[src/rtl/bist_race_if.sv]
// Handshake bundle between the race monitor and its BIST engines/host.
// The master side drives the run request and engine status; the slave (monitor) drives starts and the report.
interface bist_race_if #(
  parameter int NUM_CH    = 2,
  parameter int CNT_WIDTH = 16,
  parameter int IDX_WIDTH = 1
);
  logic                        go;
  logic [NUM_CH-1:0]           ch_start;
  logic [NUM_CH-1:0]           ch_done;
  logic [NUM_CH-1:0]           ch_error;
  logic [NUM_CH*CNT_WIDTH-1:0] ch_cycles;
  logic [NUM_CH-1:0]           ch_fail;
  logic [NUM_CH-1:0]           ch_timeout;
  logic [IDX_WIDTH-1:0]        fastest_idx;
  logic                        fastest_valid;
  logic                        all_pass;
  logic                        busy;
  logic                        report_valid;

  modport master (
    output go, ch_done, ch_error,
    input  ch_start, ch_cycles, ch_fail, ch_timeout,
    input  fastest_idx, fastest_valid, all_pass, busy, report_valid
  );

  modport slave (
    input  go, ch_done, ch_error,
    output ch_start, ch_cycles, ch_fail, ch_timeout,
    output fastest_idx, fastest_valid, all_pass, busy, report_valid
  );
endinterface

[src/rtl/bist_race_monitor.sv]
// Races NUM_CH BIST engines from a common start, latches per-channel latency/error/timeout,
// and presents a registered report SETTLE cycles after the race ends.
//
//   state     | meaning
//   ST_IDLE   | waiting for go after reset
//   ST_RUN    | engines started, cyc counting, capturing completions
//   ST_SETTLE | starts released, down-counting the settle window
//   ST_REPORT | report registered and held until the next go
module bist_race_monitor #(
  parameter int NUM_CH    = 2,
  parameter int CNT_WIDTH = 16,
  parameter int TIMEOUT   = 5000,
  parameter int SETTLE    = 10,
  parameter int IDX_WIDTH = 1
) (
  input logic       clk,
  input logic       rst,
  bist_race_if.slave bus
);

  localparam int SW = (SETTLE > 1) ? $clog2(SETTLE) : 1;
  localparam logic [CNT_WIDTH-1:0] TO_VAL      = CNT_WIDTH'(TIMEOUT);
  localparam logic [CNT_WIDTH-1:0] TO_LAST     = CNT_WIDTH'(TIMEOUT - 1);
  localparam logic [SW-1:0]        SETTLE_LOAD = SW'(SETTLE - 1);

  typedef enum logic [1:0] {ST_IDLE, ST_RUN, ST_SETTLE, ST_REPORT} state_t;

  state_t                      state, state_nxt;
  logic [CNT_WIDTH-1:0]        cyc;
  logic [SW-1:0]               settle_cnt;
  logic [NUM_CH-1:0]           captured, cap_now, fail_q, tmo_q;
  logic [NUM_CH*CNT_WIDTH-1:0] cycles_q;
  logic [IDX_WIDTH-1:0]        fidx_q, best_idx;
  logic [CNT_WIDTH-1:0]        best_val;
  logic                        fval_q, pass_q, rv_q, best_found;
  logic                        start_run, all_done, tmo_end, settle_end;
  logic                        start_c, busy_c;

  assign start_run  = bus.go && (state == ST_IDLE || state == ST_REPORT);
  assign cap_now    = (state == ST_RUN) ? (bus.ch_done & ~captured) : '0;
  assign all_done   = &(captured | cap_now);
  // A capture on the last allowed cycle keeps the run alive one more edge so it is not lost.
  assign tmo_end    = !all_done && ((cyc == TO_LAST && cap_now == '0) || cyc == TO_VAL);
  assign settle_end = (state == ST_SETTLE) && (settle_cnt == '0);

  always_ff @(posedge clk) begin
    if (rst) state <= ST_IDLE;
    else     state <= state_nxt;
  end

  always_comb begin
    state_nxt = state;
    case (state)
      ST_IDLE:   if (bus.go) state_nxt = ST_RUN;
      ST_RUN:    if (all_done || tmo_end) state_nxt = ST_SETTLE;
      ST_SETTLE: if (settle_cnt == '0) state_nxt = ST_REPORT;
      ST_REPORT: if (bus.go) state_nxt = ST_RUN;
      default:   state_nxt = ST_IDLE;
    endcase
  end

  always_comb begin
    start_c = (state == ST_RUN);
    busy_c  = (state == ST_RUN) || (state == ST_SETTLE);
  end

  // Lowest latency among completed channels; strict compare keeps ties on the lowest index.
  always_comb begin
    best_idx   = '0;
    best_val   = '0;
    best_found = 1'b0;
    for (int i = 0; i < NUM_CH; i++) begin
      if (!tmo_q[i] && (!best_found || cycles_q[i*CNT_WIDTH +: CNT_WIDTH] < best_val)) begin
        best_idx   = IDX_WIDTH'(i);
        best_val   = cycles_q[i*CNT_WIDTH +: CNT_WIDTH];
        best_found = 1'b1;
      end
    end
  end

  always_ff @(posedge clk) begin
    if (rst || start_run) begin
      cyc        <= '0;
      settle_cnt <= '0;
      captured   <= '0;
      fail_q     <= '0;
      tmo_q      <= '0;
      cycles_q   <= '0;
      fidx_q     <= '0;
      fval_q     <= 1'b0;
      pass_q     <= 1'b0;
      rv_q       <= 1'b0;
    end else begin
      if (state == ST_RUN) begin
        if (cyc != TO_VAL) cyc <= cyc + 1'b1;
        for (int i = 0; i < NUM_CH; i++) begin
          if (cap_now[i]) begin
            cycles_q[i*CNT_WIDTH +: CNT_WIDTH] <= cyc;
            fail_q[i]   <= bus.ch_error[i];
            captured[i] <= 1'b1;
          end else if (tmo_end && !captured[i]) begin
            cycles_q[i*CNT_WIDTH +: CNT_WIDTH] <= TO_VAL;
            fail_q[i] <= 1'b0;
            tmo_q[i]  <= 1'b1;
          end
        end
        if (all_done || tmo_end) settle_cnt <= SETTLE_LOAD;
      end
      if (state == ST_SETTLE) begin
        if (settle_end) begin
          rv_q   <= 1'b1;
          fval_q <= best_found;
          fidx_q <= best_found ? best_idx : '0;
          pass_q <= (fail_q == '0) && (tmo_q == '0);
        end else begin
          settle_cnt <= settle_cnt - 1'b1;
        end
      end
    end
  end

  assign bus.ch_start      = {NUM_CH{start_c}};
  assign bus.busy          = busy_c;
  assign bus.ch_cycles     = cycles_q;
  assign bus.ch_fail       = fail_q;
  assign bus.ch_timeout    = tmo_q;
  assign bus.fastest_idx   = fidx_q;
  assign bus.fastest_valid = fval_q;
  assign bus.all_pass      = pass_q;
  assign bus.report_valid  = rv_q;

endmodule

[src/flat_wrapper.sv]
// flat-port wrapper written by rule: the top's interface ports become plain ports
module bist_race_monitor_flat 
#(
  parameter int NUM_CH    = 2,
  parameter int CNT_WIDTH = 16,
  parameter int TIMEOUT   = 5000,
  parameter int SETTLE    = 10,
  parameter int IDX_WIDTH = 1
)
  (clk, rst, bus_go, bus_ch_done, bus_ch_error, bus_ch_start, bus_ch_cycles, bus_ch_fail, bus_ch_timeout, bus_fastest_idx, bus_fastest_valid, bus_all_pass, bus_busy, bus_report_valid);
  bist_race_if #(.NUM_CH(NUM_CH), .CNT_WIDTH(CNT_WIDTH), .IDX_WIDTH(IDX_WIDTH)) bus_i ();
  input logic clk;
  input logic rst;
  input wire logic [$bits(bus_i.go)-1:0] bus_go;
  input wire logic [$bits(bus_i.ch_done)-1:0] bus_ch_done;
  input wire logic [$bits(bus_i.ch_error)-1:0] bus_ch_error;
  output wire logic [$bits(bus_i.ch_start)-1:0] bus_ch_start;
  output wire logic [$bits(bus_i.ch_cycles)-1:0] bus_ch_cycles;
  output wire logic [$bits(bus_i.ch_fail)-1:0] bus_ch_fail;
  output wire logic [$bits(bus_i.ch_timeout)-1:0] bus_ch_timeout;
  output wire logic [$bits(bus_i.fastest_idx)-1:0] bus_fastest_idx;
  output wire logic [$bits(bus_i.fastest_valid)-1:0] bus_fastest_valid;
  output wire logic [$bits(bus_i.all_pass)-1:0] bus_all_pass;
  output wire logic [$bits(bus_i.busy)-1:0] bus_busy;
  output wire logic [$bits(bus_i.report_valid)-1:0] bus_report_valid;
  assign bus_i.go = bus_go;
  assign bus_i.ch_done = bus_ch_done;
  assign bus_i.ch_error = bus_ch_error;
  assign bus_ch_start = bus_i.ch_start;
  assign bus_ch_cycles = bus_i.ch_cycles;
  assign bus_ch_fail = bus_i.ch_fail;
  assign bus_ch_timeout = bus_i.ch_timeout;
  assign bus_fastest_idx = bus_i.fastest_idx;
  assign bus_fastest_valid = bus_i.fastest_valid;
  assign bus_all_pass = bus_i.all_pass;
  assign bus_busy = bus_i.busy;
  assign bus_report_valid = bus_i.report_valid;
  bist_race_monitor #(.NUM_CH(NUM_CH), .CNT_WIDTH(CNT_WIDTH), .TIMEOUT(TIMEOUT), .SETTLE(SETTLE), .IDX_WIDTH(IDX_WIDTH)) u_core (.clk(clk), .rst(rst), .bus(bus_i));
endmodule
[config.mk]
export PLATFORM = sky130hd
export DESIGN_NAME = bist_race_monitor_flat
export DESIGN_NICKNAME = d
export VERILOG_FILES = /design/src/rtl/bist_race_if.sv /design/src/rtl/bist_race_monitor.sv /design/src/flat_wrapper.sv
export SDC_FILE = /design/constraint.sdc
export NUM_CORES = 1
export LEC_CHECK = 0
export CORE_MARGIN = 2
export CORE_UTILIZATION = 53
export DETAILED_ROUTE_END_ITERATION = 7
export GPL_TIMING_DRIVEN = 0
export PLACE_DENSITY = 0.79
export SYNTH_ARGS = -nofsm -noshare
export SYNTH_HDL_FRONTEND = slang
export SYNTH_SLANG_ARGS = --single-unit
[constraint.sdc]
create_clock -name clk -period 2.5 [get_ports clk]
set_input_delay 0.5 -clock clk [delete_from_list [all_inputs] [get_ports clk]]
set_output_delay 0.5 -clock clk [all_outputs]
set_load 0.01 [all_outputs]
==> impl_metrics.tcl <==
set metrics [dict create \
    cts_max_path_buffers 2 \
    critPathTopFamily "buffers and inverters" \
    leakage_nw 1.448 \
    place_congestion 0.8226 \
    yosys.area.top_type_share 0.4174 \
    synth_net_count 348 \
    buffer_ports.inserted 49 \
    relSlewSlack 0.5220 \
    end_kind "flop" \
    drc 0 \
    internal_power_of_the_cells_mw 1.971 \
    fin_nets 408 \
    worst_skew_pair_latency_ns 0.34 \
    total_power_mw 2.959 \
    hold_buffers 0 \
    fin_hold_ws_ns 0.5036 \
    ir_drop_v 0.0005119 \
    detail_route.vias_per_cell 5.713 \
    route.vias.total 2588 \
    outcome "completed" \
    critical_path.n_buffers_inverters 3 \
    path_common_cell "clkbuf_1" \
    max_freq_mhz 448.7 \
    multiInputGateArea_um2 1662 \
    post-synth-top-count-cell "dfxtp_1" \
    layout.core_utilization 0.6879 \
    synth_seq_cells 64 \
    pwr-share-clk 0.256 \
    global_route_wire_length_before_repair_um 12340 \
    place_inst 440 \
    crit_required_ns 2.73 \
    routed_wire_length_per_instance_um 16.12 \
    synth_cell_type_count 48 \
    post_synth_most_frequent_cells "64 x dfxtp_1, 36 x nor2_1, 24 x a22o_1" \
    start_util 0.5540 \
    route.final.wire_length_um 7303 \
    die_y_um 80.10 \
    clkSlewWorstSetupHoldPaths_ns 0.06 \
    timing_hold_violations_final 0 \
    final_worst_path_period_need_ns 2.229 \
    synth_seq_area_share 0.4174 \
    detailedRoute.firstIterationViolations 141 \
    detailedPlacementHpwl_um 5465 \
    ant_nets 0 \
    setup_violations 0 \
    antenna_cells_inserted 0 \
    critPathMaxStageDelay_ns 0.43 \
    htreeDepth 3 \
    firstDrtPassIters 4 \
    grt_start_max_net_pins 11 \
    finalNonFillerCells 453 \
    row_count 27 \
    clock_tree_from_tritoncts "yes" \
    grt_setup_unrepaired "false" \
    power_frac_seq 0.400 \
    synth_edf_count 0 \
    post_synth_main_area_contributors "dfxtp_1 42%, ha_1 9.0%, a22o_1 6.8%, nor2_1 4.4%, nand2b_1 3.9%" \
    timing.clock.skew_ns 0.007244 \
    die-width_um 80.10 \
    worstMarginPinSlew_ns 0.7104 \
    first_global_vias 2531 \
    syn_to_final_growth_pct 24.17 \
    critPathMaxFanout 10 \
    cell_type_with_the_highest_aggregate_area_in_the_netlist "dfxtp_1" \
    synth-async-reset-ratio 0 \
    final_layout_size_suffix_gt1_frac 0.08924 \
    start_kind "flop" \
    timing_worst_setup_path_type "reg -> reg" \
    cts-buffers-inserted 9 \
    critical_path.cell_chain "inv_1 -> ha_1 -> a21o_1 -> clkbuf_1 -> nor2_1 -> clkbuf_1 -> a22o_1" \
    syn-instance-count 319 \
    worst_hold_path_type "reg -> reg" \
    grt.overflow.total 0 \
    arrival_ns 2.45 \
    synth_top_flop_cell "dfxtp_1" \
    master_of_the_slowest_instance_on_the_critical_path "clkbuf_1" \
    clock-root-buffer "clkbuf_8" \
    syn_area_per_cell_um2 9.621 \
    synthesis.area_um2 3069 \
    placeableCoreArea_um2 5540 \
    cts_sinks 64 \
    slew_violations 0 \
    grtUsageTotal 0.2539 \
    syn_warnings 0 \
    seqCellArea_um2 1281 \
    power.switching_mw 0.9876 \
    p_per_area_nw_per_um2 776.4 \
    layout_worst_path_cycle_share 0.8916 \
    power.share.combinational 0.344 \
    max_cap_violations 0 \
    finalSetupTns_ns 0 \
    die-area_um2 6416 \
    filler_cell_count 470 \
    switching_share 0.3338 \
    antenna_violations_before_repair 0 \
    ioPinCount 50 \
]
==> logic make-up after synthesis <==
group | Yosys count | share of synthesized area
flops | 64 | 0.4174
buf+inv | 25 | 0.04117
xor+xnor | 15 | 0.04281
mux | 4 | 0.01345
compound gates | 80 | 0.2030
simple gates | 109 | 0.1924
fa+ha+maj | 22 | 0.08968
==> what timing repair did <==
action                                  4_1_cts  5_1_grt
setup buffers                                 0        0
gates resized for setup                       0        2
endpoints found under the setup margin        0        1
==> area by class of cell <==
class                           instances  area share
Tap cell                               72     0.02364
Sequential cell                        64      0.3362
Clock buffer                           12     0.04071
Clock inverter                          1    0.001313
Buffer                                 17     0.02561
Inverter                                8    0.007879
Timing Repair Buffer                   49      0.1287
Multi-Input combinational cell        230      0.4360
==> power groups by stage <==
| stage | clock [mW] | combinational (mW) | sequential (mW) |
|---|---|---|---|
| 2_1_floorplan | 0 | 0.664 | 1.21 |
| 3_3_place_gp | 0 | 0.996 | 1.20 |
| 3_5_place_dp | 0 | 1.02 | 1.21 |
| 4_1_cts | 0.771 | 1.02 | 1.18 |
| 5_1_grt | 0.820 | 1.14 | 1.19 |
| 6_report | 0.756 | 1.02 | 1.18 |
==> final timing paths <==
kind                           start                  endpoint  slack (ns)  depth (start not counted)
max                  u_core.state[0]  u_core.bus.ch_cycles[10]        0.27                          7
max reg2reg          u_core.state[0]  u_core.bus.ch_cycles[10]        0.27                          7
min reg2reg  u_core.bus.report_valid   u_core.bus.report_valid        0.50                          2
min          u_core.bus.report_valid   u_core.bus.report_valid        0.50                          2
==> per-layer routing <==
metal  vias up  track usage  share of wire
met3         6      0.07528          0.062
li1       1279            -              -
met4         0      0.09153         0.0092
met2        72       0.4000           0.46
met5         -            0              0
met1      1231       0.3298           0.46
==> flip-flops by register name, summed over array words and instances, names as in the netlist <==
| register | flops |
|---|---|
| u_core.bus.report_valid | 1 |
| u_core.cyc | 16 |
| u_core.state | 2 |
| u_core.bus.fastest_idx | 1 |
| u_core.bus.ch_timeout | 2 |
| u_core.captured | 2 |
| u_core.bus.ch_cycles | 32 |
| u_core.bus.all_pass | 1 |
| u_core.bus.fastest_valid | 1 |
| u_core.settle_cnt | 4 |
| u_core.bus.ch_fail | 2 |
==> placed cells by master (no fill, tap or decap), drive strengths merged, types with 3 or more instances in the layout <==
cell type,count
ha,22
o21ai,9
a311oi,3
inv,8
a21o,5
nand3b,5
xor2,8
nor3b,3
nand3,7
o221a,10
xnor2,7
nor4,4
a21oi,15
nor3,4
and3,4
nor2,37
dfxtp,64
nand2,11
a22o,24
nand4,5
mux2i,3
nand2b,19
nor4b,3
clkdlybuf4s50,49
clkbuf,21
buf,8
==> worst min-delay path, delay by kind of cell, from the launching register on <==
| family | cells | cell delay [ns] |
|---|---|---|
| flops | 1 | 0.34 |
| simple gates | 2 | 0.13 |
==> per-stage QoR <==
step                      setup WS [ns]  area, µm²
final                            0.2711       3811
after detailed placement       -0.05783       3650
after floorplan                  0.5433       3069
after CTS                        0.1953       3810
after global routing            0.04936       3811
after global placement         -0.01378       3650
(Power assumes the default switching activity.)
==> patch (config.mk and constraints unchanged) <==
`CNT_WIDTH` is set to 16 in 3 places; all go to 12.
--- a/src/rtl/bist_race_if.sv
+++ b/src/rtl/bist_race_if.sv
@@ -2,7 +2,7 @@
 // The master side drives the run request and engine status; the slave (monitor) drives starts and the report.
 interface bist_race_if #(
   parameter int NUM_CH    = 2,
-  parameter int CNT_WIDTH = 16,
+  parameter int CNT_WIDTH = 12,
   parameter int IDX_WIDTH = 1
 );
   logic                        go;
--- a/src/rtl/bist_race_monitor.sv
+++ b/src/rtl/bist_race_monitor.sv
@@ -8,7 +8,7 @@
 //   ST_REPORT | report registered and held until the next go
 module bist_race_monitor #(
   parameter int NUM_CH    = 2,
-  parameter int CNT_WIDTH = 16,
+  parameter int CNT_WIDTH = 12,
   parameter int TIMEOUT   = 5000,
   parameter int SETTLE    = 10,
   parameter int IDX_WIDTH = 1
--- a/src/flat_wrapper.sv
+++ b/src/flat_wrapper.sv
@@ -2,7 +2,7 @@
 module bist_race_monitor_flat 
 #(
   parameter int NUM_CH    = 2,
-  parameter int CNT_WIDTH = 16,
+  parameter int CNT_WIDTH = 12,
   parameter int TIMEOUT   = 5000,
   parameter int SETTLE    = 10,
   parameter int IDX_WIDTH = 1
Ports: changed (resized bus_ch_cycles); port bits go from 50 to 42. The function was not compared with the original's and may differ.
==> patch against the unedited design <==
- final area shrank 18%
- count of clock-buffer cells in the layout shrank 7
- worst setup slack lost 0.074 ns
- wire length shrank 17%
- cell count shrank 18%
- die area shrank 16%
- area after synthesis shrank 17%
- power shrank 25%
- sequential cell count shrank 12
- critical path type unchanged
- largest power group unchanged
- highest routed layer unchanged
==> patch: results (changes against the unedited design) <==
Parameter                              Value

Synthesis
  Fraction of the mapped netlist area in compound gates    0.212 (was 0.203)
  Share of synthesized cell area in full adder, half adder and majority cells    0.0880 (was 0.0897)
  Xor and xnor area share after synthesis    0.0342 (was 0.0428)
  Distinct cell type count of the synthesized netlist    51 (was 48)
  Register area share after synthesis    0.407 (was 0.417)

Place
  Placed wire-length estimate after detailed placement    4580 um (was 5460 um)
  Placed standard-cell area    3040 sq um (was 3650 sq um)
  Placement-stage worst setup slack    0.0694 ns (was -0.0578 ns)

Worst setup path
  Worst reg2reg path depth    8 (was 7)
  Reg-to-reg critical path endpoint    u_core.bus.fastest_idx$_SDFFE_PP0P_ (was u_core.bus.ch_cycles[10]$_SDFFE_PP0P_)
  Worst endpoint data arrival time    2.51 ns (was 2.45 ns)
  Critical path startpoint    u_core.bus.ch_timeout[0]$_SDFFE_PP0P_ (was u_core.state[0]$_SDFFE_PP0P_)

GRT
  Met3 usage in global routing    0.0576 (was 0.0753)
  Global routing met2 resource utilization    0.376 (was 0.400)
  GR Util met1    0.331 (was 0.330)
  Wire length of the first global-routing pass    10100 um (was 12300 um)
  All-layer global routing usage    0.243 (was 0.254)
  Number of global-route vias before repair    2068 (was 2531)

Outcome
  Run status    finished, final reports clean (unchanged)

Cells and area
  Post-layout instance count excluding filler cells    373 (was 453)
  Number of clock buffers in the layout    5 (was 12)
  Non-clock buffers    51 (was 66)
  Fin util    0.665 (was 0.688)
  Count of fill cells added during filler insertion    421 (was 470)
  Multi-input combinational gate total    199 (was 230)
  Multi-input gate area in the final layout    1420 sq um (was 1660 sq um)

Detailed routing
  Met2 layer wire length in the routed design    2830 um (was 3390 um)
  Met3 Wirelength    301 um (was 452 um)

Clock tree
  Clock latency on the worst-skew pair    0.30 ns (was 0.34 ns)

Timing
  Clock period minus final worst setup slack    2.30 ns (was 2.23 ns)
  Slew @ Worst Pin    0.773 ns (was 0.710 ns)
-- patch: changes by cell type in the layout (fill, tap and decap cells not counted), moves of 4 or more --
cell,delta
sky130_fd_sc_hd__clkbuf_8,-6
sky130_fd_sc_hd__nand2b_1,-7
sky130_fd_sc_hd__o221a_2,-10
sky130_fd_sc_hd__nor2_1,+6
sky130_fd_sc_hd__clkbuf_1,-5
sky130_fd_sc_hd__a32o_1,+19
sky130_fd_sc_hd__xnor2_1,-5
sky130_fd_sc_hd__dfxtp_1,-12
sky130_fd_sc_hd__o21ai_0,+4
sky130_fd_sc_hd__ha_1,-4
sky130_fd_sc_hd__a22o_1,-24
sky130_fd_sc_hd__clkdlybuf4s50_1,-8
-- patch: repair_timing --
item	in CTS	in global routing
resized for setup	0	2
endpoints found under the setup margin	0	1
hold buffers	0	0
-- patch: critical path: stages, from the launching register on --
cell	delay (ns)
sky130_fd_sc_hd__dfxtp_1	0.59
sky130_fd_sc_hd__clkbuf_2	0.31
sky130_fd_sc_hd__nand2b_1	0.14
sky130_fd_sc_hd__ha_1	0.26
sky130_fd_sc_hd__a21o_1	0.19
sky130_fd_sc_hd__a21oi_1	0.17
sky130_fd_sc_hd__and3_1	0.17
sky130_fd_sc_hd__a221oi_1	0.08
sky130_fd_sc_hd__o41ai_1	0.30
-- patch: power by group --
part           total (mW)  switching, mW  internal [mW]  leakage [nW]
Combinational       0.788          0.435          0.353         0.716
Sequential          0.969         0.0662          0.903         0.420
Clock               0.456          0.266          0.190        0.0400
Total                2.21          0.767           1.45          1.18
-- patch: cell families (layout without fill, tap and decap cells) --
kind of cell | Yosys count | count (layout)
compound gates | 71 | 71
fa+ha+maj | 18 | 18
flops | 52 | 52
xor+xnor | 10 | 10
mux | 2 | 2
simple gates | 98 | 98
buf+inv | 20 | 68
